## src/rtl/boot_pkg.sv

```systemverilog
// Shared types and constants for the serial boot loader.
package boot_pkg;

   typedef enum logic [2:0] {
      StSync,
      StLenLo,
      StLenHi,
      StData,
      StCheck,
      StDone,
      StError
   } boot_state_e;

   localparam logic [7:0] DefaultMagic = 8'hA5;

   typedef logic [15:0] len_t;

endpackage

```

## src/rtl/boot_byte_fetch.sv

```systemverilog
// Byte fetcher: issues single FIFO reads and presents each captured byte as a one-cycle pulse.
module boot_byte_fetch (
   input  logic       clk,
   input  logic       rst,
   input  logic       fetch_en,
   input  logic       fifo_empty,
   input  logic [7:0] fifo_rd_data,
   output logic       fifo_rd_en,
   output logic       byte_valid,
   output logic [7:0] byte_data
);

   logic       pending_q;
   logic       valid_q;
   logic [7:0] data_q;

   // Hold off the next read until the captured byte has been consumed, so a byte that moves
   // the FSM into a terminal state is never followed by another read.
   assign fifo_rd_en = !rst && fetch_en && !fifo_empty && !pending_q && !valid_q;

   always_ff @(posedge clk) begin
      if (rst) begin
         pending_q <= 1'b0;
         valid_q   <= 1'b0;
         data_q    <= 8'h00;
      end else begin
         pending_q <= fifo_rd_en;
         valid_q   <= pending_q;
         if (pending_q) begin
            data_q <= fifo_rd_data;
         end
      end
   end

   assign byte_valid = valid_q;
   assign byte_data  = data_q;

endmodule

```

## src/rtl/boot_loader_ctrl.sv

```systemverilog
// Boot loader: parses a MAGIC/length/data/checksum packet from a byte FIFO into instruction memory.
module boot_loader_ctrl
   import boot_pkg::*;
#(
   parameter int unsigned ADDR_WIDTH = 10,
   parameter logic [7:0]  MAGIC      = DefaultMagic
) (
   input  logic                  clk,
   input  logic                  rst,
   input  logic                  fifo_empty,
   input  logic [7:0]            fifo_rd_data,
   output logic                  fifo_rd_en,
   output logic                  imem_we,
   output logic [ADDR_WIDTH-1:0] imem_addr,
   output logic [31:0]           imem_wdata,
   output logic                  cpu_hold,
   output logic                  boot_done,
   output logic                  boot_err
);

   localparam int unsigned MaxWords = 1 << ADDR_WIDTH;

   boot_state_e           state_q, state_d;
   len_t                  len_q, len_d;
   len_t                  word_cnt_q, word_cnt_d;
   logic [1:0]            byte_idx_q, byte_idx_d;
   logic [23:0]           word_buf_q, word_buf_d;
   logic [7:0]            csum_q, csum_d;
   logic [ADDR_WIDTH-1:0] addr_q, addr_d;
   logic [31:0]           wdata_q, wdata_d;
   logic                  we_q, we_d;
   logic                  hold_q, done_q, err_q;

   logic       fetch_en;
   logic       byte_valid;
   logic [7:0] byte_data;
   len_t       new_len;

   assign fetch_en = (state_q != StDone) && (state_q != StError);
   assign new_len  = {byte_data, len_q[7:0]};

   boot_byte_fetch u_byte_fetch (
      .clk          (clk),
      .rst          (rst),
      .fetch_en     (fetch_en),
      .fifo_empty   (fifo_empty),
      .fifo_rd_data (fifo_rd_data),
      .fifo_rd_en   (fifo_rd_en),
      .byte_valid   (byte_valid),
      .byte_data    (byte_data)
   );

   always_comb begin
      state_d    = state_q;
      len_d      = len_q;
      word_cnt_d = word_cnt_q;
      byte_idx_d = byte_idx_q;
      word_buf_d = word_buf_q;
      csum_d     = csum_q;
      addr_d     = addr_q;
      wdata_d    = wdata_q;
      we_d       = 1'b0;

      // Address advances the cycle after each write strobe, wrapping naturally at 2**ADDR_WIDTH.
      if (we_q) begin
         addr_d = addr_q + ADDR_WIDTH'(1);
      end

      if (byte_valid) begin
         case (state_q)
            StSync: begin
               if (byte_data == MAGIC) begin
                  state_d    = StLenLo;
                  csum_d     = 8'h00;
                  addr_d     = '0;
                  word_cnt_d = '0;
                  byte_idx_d = 2'd0;
               end
            end
            StLenLo: begin
               len_d[7:0] = byte_data;
               state_d    = StLenHi;
            end
            StLenHi: begin
               len_d[15:8] = byte_data;
               if (new_len == '0) begin
                  state_d = StCheck;
               end else if (32'(new_len) > MaxWords) begin
                  state_d = StError;
               end else begin
                  state_d = StData;
               end
            end
            StData: begin
               csum_d     = csum_q + byte_data;
               byte_idx_d = byte_idx_q + 2'd1;
               case (byte_idx_q)
                  2'd0: word_buf_d[7:0]   = byte_data;
                  2'd1: word_buf_d[15:8]  = byte_data;
                  2'd2: word_buf_d[23:16] = byte_data;
                  default: begin
                     wdata_d    = {byte_data, word_buf_q};
                     we_d       = 1'b1;
                     word_cnt_d = word_cnt_q + 16'd1;
                     if (word_cnt_q + 16'd1 == len_q) begin
                        state_d = StCheck;
                     end
                  end
               endcase
            end
            StCheck: begin
               state_d = (byte_data == csum_q) ? StDone : StError;
            end
            default: ;
         endcase
      end
   end

   always_ff @(posedge clk) begin
      if (rst) begin
         state_q    <= StSync;
         len_q      <= '0;
         word_cnt_q <= '0;
         byte_idx_q <= 2'd0;
         word_buf_q <= 24'h0;
         csum_q     <= 8'h00;
         addr_q     <= '0;
         wdata_q    <= 32'h0;
         we_q       <= 1'b0;
         hold_q     <= 1'b1;
         done_q     <= 1'b0;
         err_q      <= 1'b0;
      end else begin
         state_q    <= state_d;
         len_q      <= len_d;
         word_cnt_q <= word_cnt_d;
         byte_idx_q <= byte_idx_d;
         word_buf_q <= word_buf_d;
         csum_q     <= csum_d;
         addr_q     <= addr_d;
         wdata_q    <= wdata_d;
         we_q       <= we_d;
         hold_q     <= (state_d != StDone);
         done_q     <= (state_d == StDone);
         err_q      <= (state_d == StError);
      end
   end

   assign imem_we    = we_q;
   assign imem_addr  = addr_q;
   assign imem_wdata = wdata_q;
   assign cpu_hold   = hold_q;
   assign boot_done  = done_q;
   assign boot_err   = err_q;

endmodule

```

## config.mk

```make
export PLATFORM = sky130hd
export DESIGN_NAME = boot_loader_ctrl
export DESIGN_NICKNAME = d
export VERILOG_FILES = /design/src/rtl/boot_pkg.sv /design/src/rtl/boot_byte_fetch.sv /design/src/rtl/boot_loader_ctrl.sv
export SDC_FILE = /design/constraint.sdc
export NUM_CORES = 1
export LEC_CHECK = 0
export CAP_MARGIN = 40
export CELL_PAD_IN_SITES_DETAIL_PLACEMENT = 0
export CELL_PAD_IN_SITES_GLOBAL_PLACEMENT = 1
export CORE_ASPECT_RATIO = 0.6
export CORE_MARGIN = 1.5
export CORE_UTILIZATION = 42
export CTS_CLUSTER_SIZE = 20
export DETAILED_ROUTE_END_ITERATION = 7
export HOLD_SLACK_MARGIN = 0.06
export PLACE_DENSITY = 0.84
export SLEW_MARGIN = 0
export SYNTH_ARGS = -nofsm -noshare
export SYNTH_HDL_FRONTEND = slang
export SYNTH_SLANG_ARGS = --single-unit
```

## constraint.sdc

```tcl
create_clock -name clk -period 2.82 [get_ports clk]
set_input_delay 0.423 -clock clk [delete_from_list [all_inputs] [get_ports clk]]
set_output_delay 0.423 -clock clk [all_outputs]
set_load 0.01 [all_outputs]
```

Word level (Yosys, flattened, before mapping)
Cells that the tools add are included.
Word-level totals
  word-level logic and storage cells: 85
  RAM bits: 0
  ROM bits: 0
  latch bits: 0
  flip-flop bits (word level): 125
  memories kept: 0
  output and inout port bits: 47
Cells by class
  $add $sub $neg: 4
  div/mod/pow operators: 0
  reduce and logical (&&, ||, !) cells: 23
  $mul: 0
  equality and inequality tests: 16
  order comparisons: 1
  bitwise gates (word level): 3
  shift-type cells: 0
  mux-type cells: 20
Operator list (count)
  $mux 10: 4
  $mux 16: 2
  $pmux 16 s2: 1
  $mux 3: 6
  $add 16x1->16 const B: 1
  $eq 16x16->1: 1
  $gt 16x11->1 const B: 1
  $logic_not 16->1: 1
  $pmux 8 s2: 1
  $pmux 3 s5: 1
  $reduce_and 3->1: 5
  $add 10x1->10 const B: 1
  $eq 3x3->1 const B: 3
  $ne 3x3->1 const B: 3
  $add 8x8->8: 1
  $eq 8x8->1: 1
  $eq 8x8->1 const B: 1
  $mux 8: 1
  $eq 3x2->1 const B: 2
  $reduce_or 3->1: 2
  $logic_and 1x1->1: 5
  $logic_not 1->1: 4
  $mux 2: 2
  $ne 2x2->1 const B: 2
  other kinds (12): 15

Longest topological paths before layout
Gate-level depths: netlist of run 1.
  depth in word-level cells: 7
  gate-level depth with buffers: 9
  depth with buffers taken out: 8

By module
Synthesis of run 1 repeated with hierarchy kept, for this count alone.
Unflattened totals
  cells, all modules: 722
  area, all modules: 5753.0 um^2
Modules (own cells, without submodules)
  boot_loader_ctrl: cells an instance 690, seq. area each 2302.2 um^2, area an instance 5387.7 um^2, times used 1
  boot_byte_fetch: cells an instance 32, seq. area each 200.2 um^2, area an instance 365.4 um^2, times used 1

Worst setup path before layout of run 1
No wires, ideal clock.
  path type: reg2reg
  from: register word_cnt_q[0]
  to: register state_q[2]
  stages on the path, launching flop included: 8
  data required time: 2747 ps
  period minus slack after synthesis: 2252 ps
  path buffers: 0
  slack: 568 ps
  arrival time: 2179 ps
  cell sequence: dfxtp_1 > ha_1 > nand3_2 > or4_4 > xnor2_1 > o211ai_1 > or4_1 > o22ai_2
On the way
  cells in the longest elaborated chain, start to end: 6
Ends and longest elaborated chain
  from (decl): RTL line boot_loader_ctrl.sv:25  | len_t word_cnt_q, word_cnt_d;
  from (signal assigned): RTL line boot_loader_ctrl.sv:136  | word_cnt_q <= word_cnt_d;
  $add 16x1->16: RTL line boot_loader_ctrl.sv:105  | if (word_cnt_q + 16'd1 == len_q) begin
  $eq 16x16->1: RTL line boot_loader_ctrl.sv:105
  $mux 3: RTL line boot_loader_ctrl.sv:105
  $mux 3: RTL line boot_loader_ctrl.sv:97  | case (byte_idx_q)
  $pmux 3 s5: RTL line boot_loader_ctrl.sv:70  | case (state_q)
  $mux 3: RTL line boot_loader_ctrl.sv:69  | if (byte_valid) begin
  to (signal assigned): RTL line boot_loader_ctrl.sv:121  | state_q <= StSync;
  to (signal assigned): RTL line boot_loader_ctrl.sv:134  | state_q <= state_d;
  to (decl): RTL line boot_loader_ctrl.sv:23  | boot_state_e state_q, state_d;
Every way passes these cells.
A chain may end at the register's enable or synchronous reset.

Final worst setup path of run 1
  from: register word_cnt_q[0]
  to: register state_q[0]
Same word-level chain as after synthesis.

==> results_tabular.tex, run 1 <==
\begin{tabular}{lr}
\hline
Metric & Value \\
\hline
\multicolumn{2}{l}{\textbf{Status}} \\
\quad Status & complete, but fails checks \\
\quad Violated checks & DRC \\
\multicolumn{2}{l}{\textbf{Detailed routing}} \\
\quad Post-detailed-route via-to-cell ratio & 5.473 \\
\quad Drt pass-1 iters & 6 \\
\quad Detailed-route DRC error count & 3 \\
\quad Initial detailed-routing violation count & 342 \\
\quad Via count & 5145 \\
\quad Antenna-violating nets left & 0 \\
\quad Wirelength, routed & 15100 microns \\
\quad Routed length per instance & 16.06 microns \\
\multicolumn{2}{l}{\textbf{Critical path}} \\
\quad Critical path's largest stage delay & 0.58 ns \\
\quad Worst reg2reg startpoint & word\_cnt\_q[0]\$\_SDFFE\_PP0P\_ \\
\quad Required time worst endpoint & 3.09 ns \\
\quad Data arrival time of the worst path & 2.84 ns \\
\quad Max stage delay cell, worst path & or4\_4 \\
\quad Critical Path Start & word\_cnt\_q[0]\$\_SDFFE\_PP0P\_ \\
\quad Delay-heaviest family, CP & simple AND/OR/NAND/NOR gates \\
\quad Buffers and inverters on the worst path & 0 \\
\quad Peak fanout along the critical path & 7 \\
\quad Startpoint kind of the worst setup timing path & flop \\
\quad Kind of critical path & flop to flop \\
\quad CP Cell Sequence & ha\_1 -> nand3\_2 -> or4\_4 -> xnor2\_1 -> o211ai\_1 -> o41ai\_1 -> a21oi\_1 \\
\quad Worst Setup End Kind & flop \\
\multicolumn{2}{l}{\textbf{STA}} \\
\quad Final Hold Fails & 0 \\
\quad Finish-stage setup viols & 0 \\
\quad Max-slew headroom at the worst pin & 53.11\% \\
\quad Period Utilization, post-route & 91.13\% \\
\quad Unrepaired setup endpoints after global routing & false \\
\quad Sum of negative setup slack & 0 ns \\
\quad Max-slew violation total from the final report & 0 \\
\quad PnR worst setup slack & 0.2501 ns \\
\quad Post-Route Skew & 0.007368 ns \\
\quad Pin slew with the least headroom to its limit & 0.7033 ns \\
\quad Minimum period implied by the final worst setup slack & 2.570 ns \\
\quad Upper clock frequency limit & 0.3891 GHz \\
\multicolumn{2}{l}{\textbf{Global routing}} \\
\quad Pin count of the biggest net entering global routing & 65 \\
\quad Final global-route overflow total & 0 \\
\quad Antenna violations before repair & 0 \\
\quad Global-route wire length before repair & 24450 microns \\
\quad Via count of the first global-routing pass & 4732 \\
\quad Overall global routing resource usage & 21.93\% \\
\multicolumn{2}{l}{\textbf{Synth}} \\
\quad Synthesized instance count & 707 \\
\quad Synthesis warning total & 0 \\
\quad Avg Inst Size Synth & 8.047 sq um \\
\quad Cell area after synthesis & 5689 sq um \\
\quad Total nets after synthesis & 732 \\
\quad Netlist cell types & 54 \\
\quad Post-synthesis sequential area ratio & 43.99\% \\
\quad Number of storage elements in the synthesis netlist & 125 \\
\quad Top\_reg\_cell synth & dfxtp\_1 \\
\quad Share of synthesized flip-flops with an asynchronous set or reset & 0\% \\
\quad Number of enable-type register cells in the synthesized netlist & 0 \\
\multicolumn{2}{l}{\textbf{Power and ir drop}} \\
\quad PD cells & 597.0 nW/um\^{}2 \\
\quad LEAKAGE & 0.002463 uW \\
\quad Peak supply drop & 0.0003636 V \\
\quad Final Total Pwr & 4215 uW \\
\multicolumn{2}{l}{\textbf{Die}} \\
\quad Core area & 13010 sq um \\
\quad Height of the die & 93.15 microns \\
\quad Overall die width & 153.3 microns \\
\quad Full die area & 14280 sq um \\
\quad Number of placement rows & 32 \\
\quad Initial cell density of the core & 43.72\% \\
\quad Number of primary I/O pins & 58 \\
\multicolumn{2}{l}{\textbf{Placed design}} \\
\quad Input/output buffers & 57 \\
\quad Final Wtd Congestion & 0.9038 \\
\quad Sum of net half-perimeters after detailed placement & 10470 microns \\
\quad Post-placement worst setup slack & 0.2995 ns \\
\multicolumn{2}{l}{\textbf{CTS}} \\
\quad Number of resized instances in the post-cts repair step & 0 \\
\quad Clock slew seen by the registers of the worst setup and hold paths & 0.06 ns \\
\quad CTS Sinks & 125 \\
\quad CTS Hold Bufs & 0 \\
\quad Number of buffers created by CTS & 17 \\
\quad CTS Root Buffer Type & clkbuf\_16 \\
\quad Buffers inserted during post-CTS setup optimization & 0 \\
\quad Later-pin clock latency in the skew report & 0.42 ns \\
\quad TritonCTS clock tree & yes \\
\quad Number of levels in the clock H-tree & 4 \\
\quad Buffers from clock root to sink, at most & 2 \\
\multicolumn{2}{l}{\textbf{Cells and area}} \\
\quad Inserted Diodes & 0 \\
\quad Filler instances & 1187 \\
\quad Sequential Area & 2502 sq um \\
\quad Net total in the final layout & 782 \\
\quad Footprint of the multi-input gates & 2943 sq um \\
\quad Share of final-layout standard cells stronger than drive strength 1 & 8.701\% \\
\quad Signed area change from the synthesized netlist to the final layout & 24.10\% \\
\multicolumn{2}{l}{\textbf{Hold path}} \\
\quad Hold wc startpoint & rst \\
\quad Class of the worst hold path & input pin to flop \\
\multicolumn{2}{l}{\textbf{Job}} \\
\quad Max-cap violation count & 0 \\
\hline
\end{tabular}
[stage by stage]
| stage | util [%] | instances | area [sq um] | hold WS (ns) |
|---|---|---|---|---|
| 3_5_place_dp | 49.50 | 908 | 6441 | 0.4484 |
| 5_1_grt | 54.26 | 940 | 7061 | 0.2993 |
| 6_report | 54.26 | 940 | 7061 | 0.2957 |
| 3_3_place_gp | 49.44 | 907 | 6434 | 0.4437 |
| 2_1_floorplan | - | 707 | 5689 | 0.4321 |
| 4_1_cts | 54.26 | 940 | 7061 | 0.2836 |
[kinds of logic (layout without fill, tap and decap cells)]
kind of cell	count (synthesis)	count (layout)	synth area share, %
compound gates	157	157	15.55
xor+xnor	40	40	6.158
fa+ha+maj	14	14	3.211
buf+inv	58	121	4.288
flops	125	125	43.99
mux	11	11	1.957
simple gates	302	302	24.85
[report_power, final]
group / total [uW] / switching (uW) / internal (uW)
clock: 2300 / 871 / 1430
combinational: 125 / 77.6 / 47.1
sequential: 1790 / 16.3 / 1770
total: 4220 / 965 / 3250
[cells in the mapped netlist, types with 2 or more instances]
cell type / instances / area, sq um
inv_1: 10 / 37.54
ha_1: 13 / 162.7
a22oi_1: 8 / 60.06
nand2_1: 144 / 540.5
dfxtp_1: 125 / 2502
mux2i_1: 10 / 100.1
clkbuf_1: 36 / 135.1
nor2_2: 2 / 12.51
and3_1: 3 / 18.77
or3_1: 8 / 50.05
buf_4: 2 / 15.01
nand3b_1: 8 / 60.06
a31oi_1: 6 / 37.54
or4_1: 4 / 30.03
nor4_1: 8 / 50.05
nand3_2: 2 / 20.02
buf_2: 9 / 45.04
nand2b_1: 3 / 18.77
nor2_1: 48 / 180.2
nand4_1: 11 / 68.82
nand3_1: 33 / 165.2
o211ai_1: 3 / 22.52
nand4b_1: 2 / 17.52
and4_1: 3 / 26.28
o21ai_0: 20 / 100.1
and2_1: 3 / 18.77
or2_2: 2 / 12.51
or2_1: 3 / 18.77
nor2b_1: 5 / 31.28
a21oi_1: 103 / 515.5
xor2_1: 18 / 157.7
xnor2_1: 22 / 192.7
nor3_1: 6 / 30.03
o41ai_1: 2 / 17.52
a21o_1: 3 / 22.52
[sequential cells by signal, summed over array words and instances (netlist names), 2 cells and up]
signal,flops
imem_wdata,32
word_buf_q,24
state_q,3
imem_addr,10
word_cnt_q,16
u_byte_fetch.byte_data,8
byte_idx_q,2
csum_q,8
len_q,16
[final timing paths]
kind	to	slack (ns)	cells past startpoint
min reg2reg	imem_wdata[21]$_SDFFE_PP0P_	0.45	2
max reg2reg	state_q[0]$_SDFF_PP0_	0.25	7
max	state_q[0]$_SDFF_PP0_	0.25	7
min	u_byte_fetch.pending_q$_SDFF_PP0_	0.30	3
[routing by layer]
layer | GRT usage, % | up-vias | part of all wire [%]
met4 | 6.781 | 0 | 1.2
met2 | 30.80 | 168 | 39
li1 | - | 2537 | -
met1 | 32.38 | 2420 | 53
met3 | 5.653 | 20 | 6.6
met5 | 0 | - | 0
[worst min-delay path: cells and delay by family]
family                 cells  cell delay (ns)
AND/OR/NAND/NOR            1             0.11
AO/OA/AOI/OAI              1             0.04
buffers and inverters      1             0.09
[cells in the final DEF, fill, tap and decap left out, drive strengths merged, types with 4 or more instances in the layout]
master	netlist	layout
a21oi	103	103
a22oi	8	8
a31oi	6	6
buf	12	23
clkbuf	36	18
clkdlybuf4s50	0	56
clkinv	0	4
dfxtp	125	125
ha	13	13
inv	10	15
mux2i	10	10
nand2	144	144
nand3	35	35
nand3b	8	8
nand4	11	11
nor2	50	50
nor2b	5	5
nor3	7	7
nor4	8	8
o211ai	4	4
o21ai	21	21
or2	5	5
or3	8	8
or4	5	5
xnor2	22	22
xor2	18	18
[cell type report]
type | instances | share of cell area (%)
repair buffers | 79 | 10.56
clock inverters | 14 | 2.552
multi-input cells | 524 | 41.68
well taps | 170 | 3.013
flip-flops and latches | 125 | 35.44
clock buffers | 18 | 6.220
inverters | 10 | 0.5316
Note: power is estimated with default switching activity, not from simulation.
==> run 2: changes to the inputs <==
--- a/config.mk
+++ b/config.mk
@@ -8,14 +8,13 @@
 export CAP_MARGIN = 40
 export CELL_PAD_IN_SITES_DETAIL_PLACEMENT = 0
 export CELL_PAD_IN_SITES_GLOBAL_PLACEMENT = 1
-export CORE_ASPECT_RATIO = 0.6
+export CORE_ASPECT_RATIO = 0.75
 export CORE_MARGIN = 1.5
 export CORE_UTILIZATION = 42
 export CTS_CLUSTER_SIZE = 20
 export DETAILED_ROUTE_END_ITERATION = 7
 export HOLD_SLACK_MARGIN = 0.06
 export PLACE_DENSITY = 0.84
-export SLEW_MARGIN = 0
 export SYNTH_ARGS = -nofsm -noshare
 export SYNTH_HDL_FRONTEND = slang
 export SYNTH_SLANG_ARGS = --single-unit
==> run 2 against run 1 <==
Net effect:
- count of clock-buffer cells in the layout decreased by 1
- clock skew shrank 0.00069 ns
- critical path depth shrank 4
- cell area decreased by 0.71%
- maximum frequency is 0.29% lower
- routed wire length shrank 2.5%
- die area fell by 0.11%
- the run now ends clean
- global-route usage shrank 0.23 points
- setup slack worse by 0.0074 ns
- clock power about the same
- critical path type is now flop to primary output
- via count decreased by 1.3%
- utilization shrank 0.78 points
==> results_tabular.tex, run 2 (synthesized netlist as in run 1, its figures left out) <==
\begin{tabular}{lr}
\hline
Metric & Value \\
\hline
\multicolumn{2}{l}{\textbf{Critical path}} \\
\quad Delay-heaviest family, CP & simple AND/OR/NAND/NOR gates (unchanged) \\
\quad Data arrival time of the worst path & 2.15 ns (was 2.84 ns) \\
\quad Worst Setup End Kind & primary output (was flop) \\
\quad Critical path's largest stage delay & 0.59 ns (was 0.58 ns) \\
\quad Buffers and inverters on the worst path & 1 (was 0) \\
\quad Peak fanout along the critical path & 10 (was 7) \\
\quad Startpoint kind of the worst setup timing path & flop (unchanged) \\
\quad Kind of critical path & flop to primary output (was flop to flop) \\
\quad Reg-to-reg endpoint & state\_q[2]\$\_SDFF\_PP0\_ (was state\_q[0]\$\_SDFF\_PP0\_) \\
\quad Critical Path Start & u\_byte\_fetch.pending\_q\$\_SDFF\_PP0\_ (was word\_cnt\_q[0]\$\_SDFFE\_PP0P\_) \\
\quad Worst reg2reg startpoint & word\_cnt\_q[0]\$\_SDFFE\_PP0P\_ (unchanged) \\
\quad Flop2flop setup slack & 0.31 ns (was 0.25 ns) \\
\quad Worst Reg-to-Reg Cells & 7 (unchanged) \\
\quad CP Cell Sequence & or4\_1 -> a21oi\_1 -> clkdlybuf4s50\_1 (was ha\_1 -> nand3\_2 -> or4\_4 -> xnor2\_1 -> o211ai\_1 -> o41ai\_1 -> a21oi\_1) \\
\quad Max stage delay cell, worst path & or4\_1 (was or4\_4) \\
\quad Required time worst endpoint & 2.40 ns (was 3.09 ns) \\
\multicolumn{2}{l}{\textbf{Detailed routing}} \\
\quad Detailed-route DRC error count & 0 (was 3) \\
\quad Initial detailed-routing violation count & 474 (was 342) \\
\quad Wirelength, routed & 14720 microns (was 15100 microns) \\
\quad Drt pass-1 iters & 5 (was 6) \\
\quad Via count & 5079 (was 5145) \\
\quad Antenna-violating nets left & 0 (unchanged) \\
\quad Routed length per instance & 15.74 microns (was 16.06 microns) \\
\quad Post-detailed-route via-to-cell ratio & 5.432 (was 5.473) \\
\multicolumn{2}{l}{\textbf{CTS}} \\
\quad Clock slew seen by the registers of the worst setup and hold paths & 0.06 ns (about the same) \\
\quad CTS Sinks & 125 (unchanged) \\
\quad CTS Hold Bufs & 0 (unchanged) \\
\quad TritonCTS clock tree & yes (unchanged) \\
\quad CTS Root Buffer Type & clkbuf\_16 (unchanged) \\
\quad Number of resized instances in the post-cts repair step & 0 (unchanged) \\
\quad Buffers from clock root to sink, at most & 2 (unchanged) \\
\quad Number of levels in the clock H-tree & 4 (unchanged) \\
\quad Number of buffers created by CTS & 17 (unchanged) \\
\quad Buffers inserted during post-CTS setup optimization & 0 (unchanged) \\
\quad Later-pin clock latency in the skew report & 0.42 ns (about the same) \\
\multicolumn{2}{l}{\textbf{Placed design}} \\
\quad Final Wtd Congestion & 0.8725 (was 0.9038) \\
\quad Input/output buffers & 57 (unchanged) \\
\quad Sum of net half-perimeters after detailed placement & 9951 microns (was 10470 microns) \\
\multicolumn{2}{l}{\textbf{Global routing}} \\
\quad Global-route wire length before repair & 24390 microns (was 24450 microns) \\
\quad Overall global routing resource usage & 21.70\% (was 21.93\%) \\
\quad Pin count of the biggest net entering global routing & 81 (was 65) \\
\quad Final global-route overflow total & 0 (unchanged) \\
\quad Via count of the first global-routing pass & 4776 (was 4732) \\
\quad Antenna violations before repair & 0 (unchanged) \\
\multicolumn{2}{l}{\textbf{Cells and area}} \\
\quad Final core utilization & 53.48\% (was 54.26\%) \\
\quad Most frequent standard cell in the layout excluding fill and tap cells & nand2\_1 (unchanged) \\
\quad Share of final-layout standard cells stronger than drive strength 1 & 7.984\% (was 8.701\%) \\
\quad Top library cells by usage in the layout, fill and taps aside & 144 x nand2\_1, 125 x dfxtp\_1, 103 x a21oi\_1, 56 x clkdlybuf4s50\_1, 48 x nor2\_1 (unchanged) \\
\quad Signed area change from the synthesized netlist to the final layout & 23.22\% (was 24.10\%) \\
\quad Inserted Diodes & 0 (unchanged) \\
\quad Net total in the final layout & 776 (was 782) \\
\quad Flip-flop count of the largest register after layout & 32 (unchanged) \\
\multicolumn{2}{l}{\textbf{Die}} \\
\quad Height of the die & 103.8 microns (was 93.15 microns) \\
\quad Initial cell density of the core & 43.40\% (was 43.72\%) \\
\quad Number of primary I/O pins & 58 (unchanged) \\
\quad Overall die width & 137.4 microns (was 153.3 microns) \\
\quad Full die area & 14260 sq um (was 14280 sq um) \\
\quad Number of placement rows & 36 (was 32) \\
\quad Core area & 13110 sq um (was 13010 sq um) \\
\multicolumn{2}{l}{\textbf{STA}} \\
\quad Max-slew headroom at the worst pin & 42.90\% (was 53.11\%) \\
\quad Minimum period implied by the final worst setup slack & 2.577 ns (was 2.570 ns) \\
\quad Post-Route Skew & 0.006677 ns (was 0.007368 ns) \\
\quad Final Hold Fails & 0 (unchanged) \\
\quad Pin slew with the least headroom to its limit & 0.8565 ns (was 0.7033 ns) \\
\quad Unrepaired setup endpoints after global routing & false (unchanged) \\
\quad Finish-stage setup viols & 0 (unchanged) \\
\quad Upper clock frequency limit & 0.3880 GHz (was 0.3891 GHz) \\
\quad Sum of negative setup slack & 0 ns (unchanged) \\
\quad Max-slew violation total from the final report & 0 (unchanged) \\
\quad Period Utilization, post-route & 91.39\% (was 91.13\%) \\
\multicolumn{2}{l}{\textbf{Job}} \\
\quad Max-cap violation count & 0 (unchanged) \\
\multicolumn{2}{l}{\textbf{Power and ir drop}} \\
\quad LEAKAGE & 0.002436 uW (was 0.002463 uW) \\
\quad Peak supply drop & 0.0004142 V (was 0.0003636 V) \\
\quad PD cells & 604.9 nW/um\^{}2 (was 597.0 nW/um\^{}2) \\
\multicolumn{2}{l}{\textbf{Hold path}} \\
\quad Number of cells traversed by the worst hold path & 3 (unchanged) \\
\quad Hold endpoint & u\_byte\_fetch.pending\_q\$\_SDFF\_PP0\_ (unchanged) \\
\quad Hold wc startpoint & rst (unchanged) \\
\quad Class of the worst hold path & input pin to flop (unchanged) \\
\multicolumn{2}{l}{\textbf{Status}} \\
\quad Status & finished, final reports clean (was complete, but fails checks) \\
\hline
\end{tabular}
run 2: cell count changes in the layout (fill, tap and decap cells not counted):
| cell | before | now |
|---|---|---|
| inv_8 | 0 | 2 |
| buf_4 | 22 | 17 |
| clkbuf_8 | 1 | 0 |
| clkinv_4 | 3 | 5 |
| clkinvlp_4 | 2 | 0 |
| buf_12 | 1 | 0 |
| clkinv_2 | 1 | 0 |
run 2: metal layers:
layer	vias to the layer above	GRT usage, %	share of wire (%)
met5	-	0	0
met4	0	5.789	0.97
met3	15	4.797	6.0
met2	151	31.68	45
met1	2386	31.95	48
li1	2527	-	-
run 2: area by class of cell:
class | instances | area, sq um
clock buffers | 17 | 425.4
clock inverters | 15 | 200.2
fillers | 1210 | 6097
inverters | 10 | 37.54
multi-input cells | 524 | 2943
flip-flops and latches | 125 | 2502
well taps | 171 | 214.0
repair buffers | 73 | 688.2
run 2: per-stage QoR:
stage	worst slack, ns	hold WS [ns]	area, sq um	total power, uW	instances
final	0.2427	0.2747	7010	4240	935
after global routing	0.1239	0.3003	7010	4357	935
after floorplan	0.5676	0.4321	5689	1902	707
after CTS	0.2189	0.2666	7010	4264	935
after detailed placement	0.3483	0.4487	6385	1950	903
after global placement	0.4125	0.4431	6377	1946	902
run 2: worst min-delay path, cell delays in order:
cell	delay, ns
buf_4	0.08
or4_1	0.11
a21oi_1	0.04
run 2: worst max-delay path by stage:
stage / endpoint / slack [ns] / depth (start not counted)
after floorplan: state_q[2]$_SDFF_PP0_ / 0.57 / 7
after global placement: state_q[2]$_SDFF_PP0_ / 0.41 / 7
after detailed placement: state_q[2]$_SDFF_PP0_ / 0.35 / 7
after CTS: fifo_rd_en / 0.22 / 3
after global routing: fifo_rd_en / 0.12 / 3
final: fifo_rd_en / 0.24 / 3
run 2: power by group:
group | internal (uW) | total (uW) | leakage (uW) | switching (uW)
registers | 1770 | 1800 | 0.00101 | 23.8
logic | 44.8 | 115 | 0.00112 | 70.0
clock network | 1420 | 2330 | 0.000307 | 906
total | 3240 | 4240 | 0.00244 | 1000
